===== src/rtl/mips_pkg.sv =====
// Shared widths and load-kind encoding for the MIPS pipeline slice.
package mips_pkg;

    localparam int REG_W  = 5;
    localparam int DATA_W = 32;

    // Load kinds carried from decode down to writeback.
    typedef enum logic [2:0] {
        LT_LW  = 3'b000,
        LT_LB  = 3'b001,
        LT_LBU = 3'b010,
        LT_LH  = 3'b011,
        LT_LHU = 3'b100
    } load_type_t;

    // Replicate the top bit of a byte or halfword across the upper bits.
    function automatic logic [DATA_W-1:0] sext8(input logic [7:0] b);
        return {{(DATA_W-8){b[7]}}, b};
    endfunction

    function automatic logic [DATA_W-1:0] sext16(input logic [15:0] h);
        return {{(DATA_W-16){h[15]}}, h};
    endfunction

endpackage


===== src/rtl/writeback_stage_if.sv =====
// MEM->WB bundle: MEM-side request fields, pipeline control and WB results.
interface writeback_stage_if
    import mips_pkg::*;
#(
    parameter int RETIRE_W = 32
) ();

    logic                In_Valid;
    logic                Stall;
    logic                Flush;
    logic [REG_W-1:0]    In_RD;
    logic                In_RegWrite;
    logic                In_MemToReg;
    logic                In_Link;
    logic [2:0]          In_LoadType;
    logic [1:0]          In_ByteOffset;
    logic [DATA_W-1:0]   In_ALUResult;
    logic [DATA_W-1:0]   In_MemData;
    logic [DATA_W-1:0]   In_PCPlus4;

    logic [REG_W-1:0]    RD;
    logic [DATA_W-1:0]   WriteData;
    logic                RegWrite;
    logic                WB_Valid;
    logic [RETIRE_W-1:0] RetireCount;

    // Upstream pipeline / control side.
    modport master (
        output In_Valid, Stall, Flush, In_RD, In_RegWrite, In_MemToReg, In_Link,
               In_LoadType, In_ByteOffset, In_ALUResult, In_MemData, In_PCPlus4,
        input  RD, WriteData, RegWrite, WB_Valid, RetireCount
    );

    // Writeback stage side.
    modport slave (
        input  In_Valid, Stall, Flush, In_RD, In_RegWrite, In_MemToReg, In_Link,
               In_LoadType, In_ByteOffset, In_ALUResult, In_MemData, In_PCPlus4,
        output RD, WriteData, RegWrite, WB_Valid, RetireCount
    );

endinterface


===== src/rtl/load_align.sv =====
// Little-endian lane extraction and sign/zero extension of a loaded word.
module load_align
    import mips_pkg::*;
(
    input  logic [DATA_W-1:0] MemData,
    input  logic [2:0]        LoadType,
    input  logic [1:0]        ByteOffset,
    output logic [DATA_W-1:0] ExtData
);

    logic [7:0]  byte_lane [4];
    logic [15:0] half_lane [2];
    logic [7:0]  sel_byte;
    logic [15:0] sel_half;

    // Split the word into byte and halfword lanes, lane 0 at the low end.
    for (genvar gi = 0; gi < 4; gi++) begin : g_byte
        assign byte_lane[gi] = MemData[8*gi +: 8];
    end
    for (genvar gi = 0; gi < 2; gi++) begin : g_half
        assign half_lane[gi] = MemData[16*gi +: 16];
    end

    // Halfword loads only look at the upper offset bit.
    assign sel_byte = byte_lane[ByteOffset];
    assign sel_half = half_lane[ByteOffset[1]];

    // Extend the selected lane; unknown codes fall back to a full word.
    always_comb begin
        ExtData = MemData;
        case (LoadType)
            LT_LB:   ExtData = sext8(sel_byte);
            LT_LBU:  ExtData = {{(DATA_W-8){1'b0}}, sel_byte};
            LT_LH:   ExtData = sext16(sel_half);
            LT_LHU:  ExtData = {{(DATA_W-16){1'b0}}, sel_half};
            default: ExtData = MemData;
        endcase
    end

endmodule


===== src/rtl/writeback_stage.sv =====
// MEM/WB pipeline register with writeback data select and retire counter.
module writeback_stage
    import mips_pkg::*;
#(
    parameter int RETIRE_W = 32
) (
    input  logic              Clock,
    input  logic              Reset,
    writeback_stage_if.slave  bus
);

    logic [DATA_W-1:0]   load_data;
    logic [DATA_W-1:0]   write_data_next;
    logic                reg_write_next;

    logic [REG_W-1:0]    rd_reg;
    logic [DATA_W-1:0]   write_data_reg;
    logic                reg_write_reg;
    logic                wb_valid_reg;
    logic [RETIRE_W-1:0] retire_count_reg;

    load_align u_load_align (
        .MemData    (bus.In_MemData),
        .LoadType   (bus.In_LoadType),
        .ByteOffset (bus.In_ByteOffset),
        .ExtData    (load_data)
    );

    // Writeback data: link address beats load data beats ALU result; $zero never written.
    always_comb begin
        write_data_next = bus.In_ALUResult;
        if (bus.In_Link)
            write_data_next = bus.In_PCPlus4 + 32'd4;
        else if (bus.In_MemToReg)
            write_data_next = load_data;
        reg_write_next = bus.In_Valid & bus.In_RegWrite & (bus.In_RD != '0);
    end

    // Pipeline register: reset, then flush (bubble, keep data), then stall (hold), else capture.
    always_ff @(posedge Clock) begin
        if (Reset) begin
            rd_reg           <= '0;
            write_data_reg   <= '0;
            reg_write_reg    <= 1'b0;
            wb_valid_reg     <= 1'b0;
            retire_count_reg <= '0;
        end else if (bus.Flush) begin
            reg_write_reg    <= 1'b0;
            wb_valid_reg     <= 1'b0;
        end else if (!bus.Stall) begin
            rd_reg           <= bus.In_RD;
            write_data_reg   <= write_data_next;
            reg_write_reg    <= reg_write_next;
            wb_valid_reg     <= bus.In_Valid;
            if (bus.In_Valid)
                retire_count_reg <= retire_count_reg + RETIRE_W'(1);
        end
    end

    assign bus.RD          = rd_reg;
    assign bus.WriteData   = write_data_reg;
    assign bus.RegWrite    = reg_write_reg;
    assign bus.WB_Valid    = wb_valid_reg;
    assign bus.RetireCount = retire_count_reg;

endmodule

===== src/flat_wrapper.sv =====
// flat-port wrapper written by rule: the top's interface ports become plain ports
module writeback_stage_flat import mips_pkg::*;
#(
    parameter int RETIRE_W = 32
)
  (Clock, Reset, bus_In_Valid, bus_Stall, bus_Flush, bus_In_RD, bus_In_RegWrite, bus_In_MemToReg, bus_In_Link, bus_In_LoadType, bus_In_ByteOffset, bus_In_ALUResult, bus_In_MemData, bus_In_PCPlus4, bus_RD, bus_WriteData, bus_RegWrite, bus_WB_Valid, bus_RetireCount);
  writeback_stage_if #(.RETIRE_W(RETIRE_W)) bus_i ();
  input  logic Clock;
  input  logic Reset;
  input wire logic [$bits(bus_i.In_Valid)-1:0] bus_In_Valid;
  input wire logic [$bits(bus_i.Stall)-1:0] bus_Stall;
  input wire logic [$bits(bus_i.Flush)-1:0] bus_Flush;
  input wire logic [$bits(bus_i.In_RD)-1:0] bus_In_RD;
  input wire logic [$bits(bus_i.In_RegWrite)-1:0] bus_In_RegWrite;
  input wire logic [$bits(bus_i.In_MemToReg)-1:0] bus_In_MemToReg;
  input wire logic [$bits(bus_i.In_Link)-1:0] bus_In_Link;
  input wire logic [$bits(bus_i.In_LoadType)-1:0] bus_In_LoadType;
  input wire logic [$bits(bus_i.In_ByteOffset)-1:0] bus_In_ByteOffset;
  input wire logic [$bits(bus_i.In_ALUResult)-1:0] bus_In_ALUResult;
  input wire logic [$bits(bus_i.In_MemData)-1:0] bus_In_MemData;
  input wire logic [$bits(bus_i.In_PCPlus4)-1:0] bus_In_PCPlus4;
  output wire logic [$bits(bus_i.RD)-1:0] bus_RD;
  output wire logic [$bits(bus_i.WriteData)-1:0] bus_WriteData;
  output wire logic [$bits(bus_i.RegWrite)-1:0] bus_RegWrite;
  output wire logic [$bits(bus_i.WB_Valid)-1:0] bus_WB_Valid;
  output wire logic [$bits(bus_i.RetireCount)-1:0] bus_RetireCount;
  assign bus_i.In_Valid = bus_In_Valid;
  assign bus_i.Stall = bus_Stall;
  assign bus_i.Flush = bus_Flush;
  assign bus_i.In_RD = bus_In_RD;
  assign bus_i.In_RegWrite = bus_In_RegWrite;
  assign bus_i.In_MemToReg = bus_In_MemToReg;
  assign bus_i.In_Link = bus_In_Link;
  assign bus_i.In_LoadType = bus_In_LoadType;
  assign bus_i.In_ByteOffset = bus_In_ByteOffset;
  assign bus_i.In_ALUResult = bus_In_ALUResult;
  assign bus_i.In_MemData = bus_In_MemData;
  assign bus_i.In_PCPlus4 = bus_In_PCPlus4;
  assign bus_RD = bus_i.RD;
  assign bus_WriteData = bus_i.WriteData;
  assign bus_RegWrite = bus_i.RegWrite;
  assign bus_WB_Valid = bus_i.WB_Valid;
  assign bus_RetireCount = bus_i.RetireCount;
  writeback_stage #(.RETIRE_W(RETIRE_W)) u_core (.Clock(Clock), .Reset(Reset), .bus(bus_i));
endmodule

===== config.mk =====
export PLATFORM = sky130hd
export DESIGN_NAME = writeback_stage_flat
export DESIGN_NICKNAME = d
export VERILOG_FILES = /design/src/rtl/mips_pkg.sv /design/src/rtl/writeback_stage_if.sv /design/src/rtl/load_align.sv /design/src/rtl/writeback_stage.sv /design/src/flat_wrapper.sv
export SDC_FILE = /design/constraint.sdc
export NUM_CORES = 1
export LEC_CHECK = 0
export CAP_MARGIN = 20
export CELL_PAD_IN_SITES_DETAIL_PLACEMENT = 1
export CELL_PAD_IN_SITES_GLOBAL_PLACEMENT = 2
export CORE_MARGIN = 2
export CORE_UTILIZATION = 24
export CTS_CLUSTER_DIAMETER = 40
export DETAILED_ROUTE_END_ITERATION = 8
export PLACE_DENSITY = 0.9
export SKIP_CTS_REPAIR_TIMING = 1
export SYNTH_ARGS = -nofsm -noshare
export SYNTH_HDL_FRONTEND = slang
export SYNTH_SLANG_ARGS = --single-unit

===== constraint.sdc =====
create_clock -name Clock -period 2.5 [get_ports Clock]
set_input_delay 0.625 -clock Clock [delete_from_list [all_inputs] [get_ports Clock]]
set_output_delay 0.625 -clock Clock [all_outputs]
set_load 0.05 [all_outputs]

-- Word-level counts from Yosys, hierarchy flattened
Cells that the tools add are included.
- add/subtract/negate cells: 2
- muxes and demuxes: 9
- equality and inequality tests: 4
- order comparisons: 2
- reductions and logical operators: 4
- bitwise operators: 6
- operator list (cell ; count):
    case mux 32 bit (4 select lines) ; 1
    two-way mux 32 bit ; 2
    two-way mux 16 bit ; 3
    adder 32 x 1 -> 32 bit (second input constant) ; 1
    adder 32 x 3 -> 32 bit (second input constant) ; 1
    binary-select mux 8 bit (select 2 bit) ; 1
    two-way mux 8 bit ; 2
    == test 3 x 2 -> 1 bit (second input constant) ; 2
    nonzero test 5 bit ; 1
    == test 3 x 1 -> 1 bit (second input constant) ; 1
    == test 3 bit (second input constant) ; 1
    >= comparator 3 bit (second input constant) ; 1
    NOT 2 -> 3 bit ; 1
    AND reduction 3 bit ; 1
    AND 1 bit ; 2
    >= comparator 2 bit (second input constant) ; 1
    NOT 1 bit ; 2
    NOT 1 -> 2 bit ; 1
    AND reduction 2 bit ; 1
    OR reduction 2 bit ; 1
- register bits: 71
- output and inout bits: 71
- input bits: 114
- word-level logic and storage cells: 32

-- Longest topological paths before layout
- depth in word-level cells: 7
- mapped depth: 7
- mapped depth without buffers: 6

-- Cells and area by module
From an unflattened synthesis, not the netlist that was laid out.
- cell total of the unflattened synthesis: 598
- area total of the unflattened synthesis: 4897.2 µm²
- modules (own cells, without submodules) (module ; sequential area each (µm²) ; cells each ; area an instance (µm²) ; instances):
    writeback_stage ; 1421.4 ; 473 ; 3972.6 ; 1
    load_align ; 0.0 ; 125 ; 924.6 ; 1

-- Worst setup path before layout
No wires, ideal clock.
- kind: input -> register
- from: input bus_In_ByteOffset[0]
- to: register u_core.write_data_reg[18], in the netlist u_core.bus.WriteData[18]
- stages: 7
- path buffers: 2
- library setup time: 0.116 ns
- data arrival time: 2.009 ns
- data required time: 2.384 ns
- path slack: 0.375 ns
- cell sequence: buf_2 mux4_2 a221o_2 buf_6 a21oi_2 o21ai_1 a31o_1
- cells in the longest elaborated chain, start to end: 7
- RTL lines (what ; line ; text):
    start: declaration ; flat_wrapper.sv:18 ; input wire logic [$bits(bus_i.In_ByteOffset)-1:0] bus_In_ByteOffset;
    NOT 2 -> 3 bit (implied by the code) ; load_align.sv:25 ; assign sel_byte = byte_lane[ByteOffset];
    binary-select mux 8 bit (select 2 bit) ; load_align.sv:25 ;
    two-way mux 8 bit (implied by the code) (2 in a row) ; load_align.sv:25 ;
    case mux 32 bit (4 select lines) ; load_align.sv:31 ; case (LoadType)
    two-way mux 32 bit ; writeback_stage.sv:34 ; else if (bus.In_MemToReg)
    two-way mux 32 bit ; writeback_stage.sv:32 ; if (bus.In_Link)
    end signal: assignment ; writeback_stage.sv:52 ; write_data_reg <= write_data_next;
    end: declaration ; writeback_stage.sv:17 ; logic [DATA_W-1:0] write_data_reg;
Every way passes these cells. The select of a mux whose other input is x is not followed.
A chain may end at the register's enable or synchronous reset.

-- Worst setup path after layout
- from: input bus_In_MemData[15]
- to: register u_core.write_data_reg[20], in the netlist u_core.bus.WriteData[20]
- cells in the longest elaborated chain, start to end: 6
- elaborated cells between the ends (all ways): 9
- classes of those cells: 9 x mux
- RTL lines (what ; line ; text):
    start: declaration ; flat_wrapper.sv:20 ; input wire logic [$bits(bus_i.In_MemData)-1:0] bus_In_MemData;
    binary-select mux 8 bit (select 2 bit) or two-way mux 16 bit (tied branches) ; load_align.sv:25, load_align.sv:26 ;
    two-way mux 8 bit (implied by the code) or two-way mux 16 bit (tied branches) (2 in a row) ; load_align.sv:25, load_align.sv:26 ;
    case mux 32 bit (4 select lines) * ; load_align.sv:31 ;
    two-way mux 32 bit * ; writeback_stage.sv:34 ;
    two-way mux 32 bit * ; writeback_stage.sv:32 ;
Mark *: on every way between the ends. The rest lies on a longest branch, timed or not. The select of a mux whose other input is x is not followed.

==> flow_metrics.tcl <==
set metrics [dict create \
    gr-usage-all-layers_pct 20.4 \
    clock-sinks 71 \
    fillers 2235 \
    synthSimpleGateAreaFrac_pct 26.2 \
    p_int_w 0.00233 \
    holdPathStages 2 \
    start_util_pct 24.6 \
    num-nets-final 973 \
    cts_htree_levels 3 \
    tightest_slew_ns 0.682 \
    insertedDiodeCount 0 \
    cp_data_required_time_ns 2.73 \
    synth_ff_type "dfxtp_1" \
    synth_largest_area_cell "dfxtp_1" \
    multiInputGateArea_um2 3040 \
    whs_ns 0.459 \
    finalSetupViolCount 0 \
    seq_power_share_pct 35.3 \
    worst_slack_ns 0.0620 \
    syn_area_um2 4640 \
    rsz0062_at_grt "false" \
    maxCapViolCount 0 \
    slew_viol_final 0 \
    power_w 0.00342 \
    timing.fmax_ghz 0.410 \
    min_period_ns 2.44 \
    min_path_type "reg2reg" \
    ys_seq_elements 71 \
    wl_per_cell_um 18.6 \
    synth-xor-area-share_pct 10.4 \
    routed_via_density 5.03 \
    clockBufferDepth 2 \
    critPathArrivalTime_ns 2.66 \
    dr.pass1.iters 4 \
    r2r.worst_path.cells 5 \
    clk_pin_slew_ns 0.06 \
    synthAdderAreaFrac_pct 0.755 \
    skew_ns 0.00638 \
    synth_top_family_by_area "simple AND/OR/NAND/NOR gates" \
    muxShareOfSynthArea_pct 3.99 \
    grt_pass1_wl_um 32100 \
    comb_power_share_pct 28.3 \
    p_sw_w 0.00109 \
    drt-total-wl_um 20900 \
    avgSynthCellArea_um2 7.86 \
    syn_inst 590 \
    synth_top_area_share_pct 30.6 \
    ys_seq_area_share_pct 30.6 \
    syn2layout_area_growth_pct 68.6 \
    critPathLaunchType "input port" \
    row_count 50 \
    finalHoldViolations 0 \
    detail-route-antenna-nets 0 \
    drtIter0Drc 291 \
    synth_area_leaders "dfxtp_1, xnor2_1, nand2_1" \
    ys_warn_count 0 \
    io_pins 185 \
    numPortBuffers 184 \
    antenna_found_initial 0 \
    drc 0 \
    post-place-ws_ns -0.426 \
    cts_tree "done" \
    slew_headroom_pct 54.0 \
    num_vias 5648 \
    gp_congestion 0.937 \
    die_y_um 143 \
    cts-root-buf "clkbuf_16" \
    critPathKind "in2reg" \
    grt_max_degree 33 \
    period_share_pct 97.5 \
    fp.coreArea_um2 18800 \
    synth_compound_area_share_pct 23.4 \
    numCtsBuffers 9 \
    ir_drop_uv 253 \
    dieArea_um2 20500 \
    dp_hpwl_um 16800 \
    synth_most_common_cell "dfxtp_1" \
    synth.net_count 706 \
    outcome "completed" \
    die_x_um 143 \
    final_util_pct 41.5 \
    seq_area_um2 1420 \
    grt_remaining_overflow 0 \
    yosys.cell_types.count 60 \
    layout-drive-gt1-share_pct 18.1 \
    p_per_area_nw_per_um2 437 \
    crit_path_max_fanout 6 \
    async_flop_share_pct 0 \
    clk_latency_ns 0.34 \
    p_leak_nw 2.88 \
    synth_common_cells "dfxtp_1, nand2_1, nor2_1" \
    synth-edff-count 0 \
    power.share.switching_pct 31.8 \
    grt_pass1_vias 5780 \
    cp-end-kind "register" \
    clkPwrFrac_pct 36.4 \
]
==> worst max-delay path, cell delays in order <==
cell and delay (ns):
clkdlybuf4s50_1 0.43, mux4_2 0.51, a221o_4 0.44, clkbuf_4 0.19
buf_4 0.14, a21oi_2 0.09, a2bb2oi_1 0.15, o21ai_1 0.08
==> cells in the final DEF (no fill, tap or decap), drive strengths merged, types with 8 or more instances in the layout <==
cell type        n
and4             8
nor4            15
nand2           58
nand3           27
o21ai           36
xnor2           36
or3             10
xor2            19
inv             17
nand4           16
a221o            8
nor2            51
and3            11
a21oi           44
dfxtp           71
nor3            22
clkbuf          11
buf            108
clkdlybuf4s50  182
==> final cells by class <==
| type | count | share of cell area [%] |
|---|---|---|
| clock buffers | 10 | 3.06 |
| clock inverters | 6 | 0.560 |
| inverters | 16 | 0.768 |
| multi-input cells | 467 | 38.9 |
| flip-flops and latches | 71 | 18.2 |
| well taps | 260 | 4.16 |
| repair buffers | 292 | 34.4 |
==> flip-flops by register name, indices dropped and copies added, names as in the netlist <==
register                flops
u_core.bus.RD               5
u_core.bus.RegWrite         1
u_core.bus.RetireCount     32
u_core.bus.WB_Valid         1
u_core.bus.WriteData       32
==> worst paths after layout <==
check / slack [ns] / from / to
min reg2reg: 0.46 / u_core.bus.RD[4] / u_core.bus.RD[4]
max reg2reg: 0.71 / u_core.bus.RetireCount[15] / u_core.bus.RetireCount[30]
min: 0.46 / u_core.bus.RD[4] / u_core.bus.RD[4]
max: 0.06 / bus_In_MemData[15] / u_core.bus.WriteData[20]
==> metrics by stage <==
stage          instance area [um^2]  instances  setup TNS [ns]
6_report                       7820       1122               0
3_3_place_gp                   7460       1102           -6.36
4_1_cts                        7750       1118         -0.0625
3_5_place_dp                   7460       1102           -7.14
2_1_floorplan                  4640        590               0
5_1_grt                        7820       1122               0
==> kinds of logic (layout without fill, tap and decap cells) <==
kind of cell / Yosys count / after routing
buffers and inverters: 52 / 324
XOR/XNOR: 55 / 55
AO/OA/AOI/OAI: 158 / 158
adder cells (fa/ha/maj): 3 / 3
flip-flops: 71 / 71
multiplexers: 13 / 13
AND/OR/NAND/NOR: 238 / 238
==> layer usage <==
metal | global-route usage, % | routed length (um)
met1 | 25.9 | 9210
met2 | 33.2 | 9670
met5 | 0 | 0
met4 | 8.91 | 676
met3 | 4.33 | 1340
==> power by group through the flow <==
stage               logic [W]  registers (W)  clock network [W]
finish               0.000967        0.00121            0.00124
global route          0.00103        0.00121            0.00133
CTS                  0.000953        0.00121            0.00128
detailed placement   0.000949        0.00123                  0
global placement     0.000941        0.00123                  0
floorplan            0.000282        0.00136                  0
(Power assumes the default switching activity.)
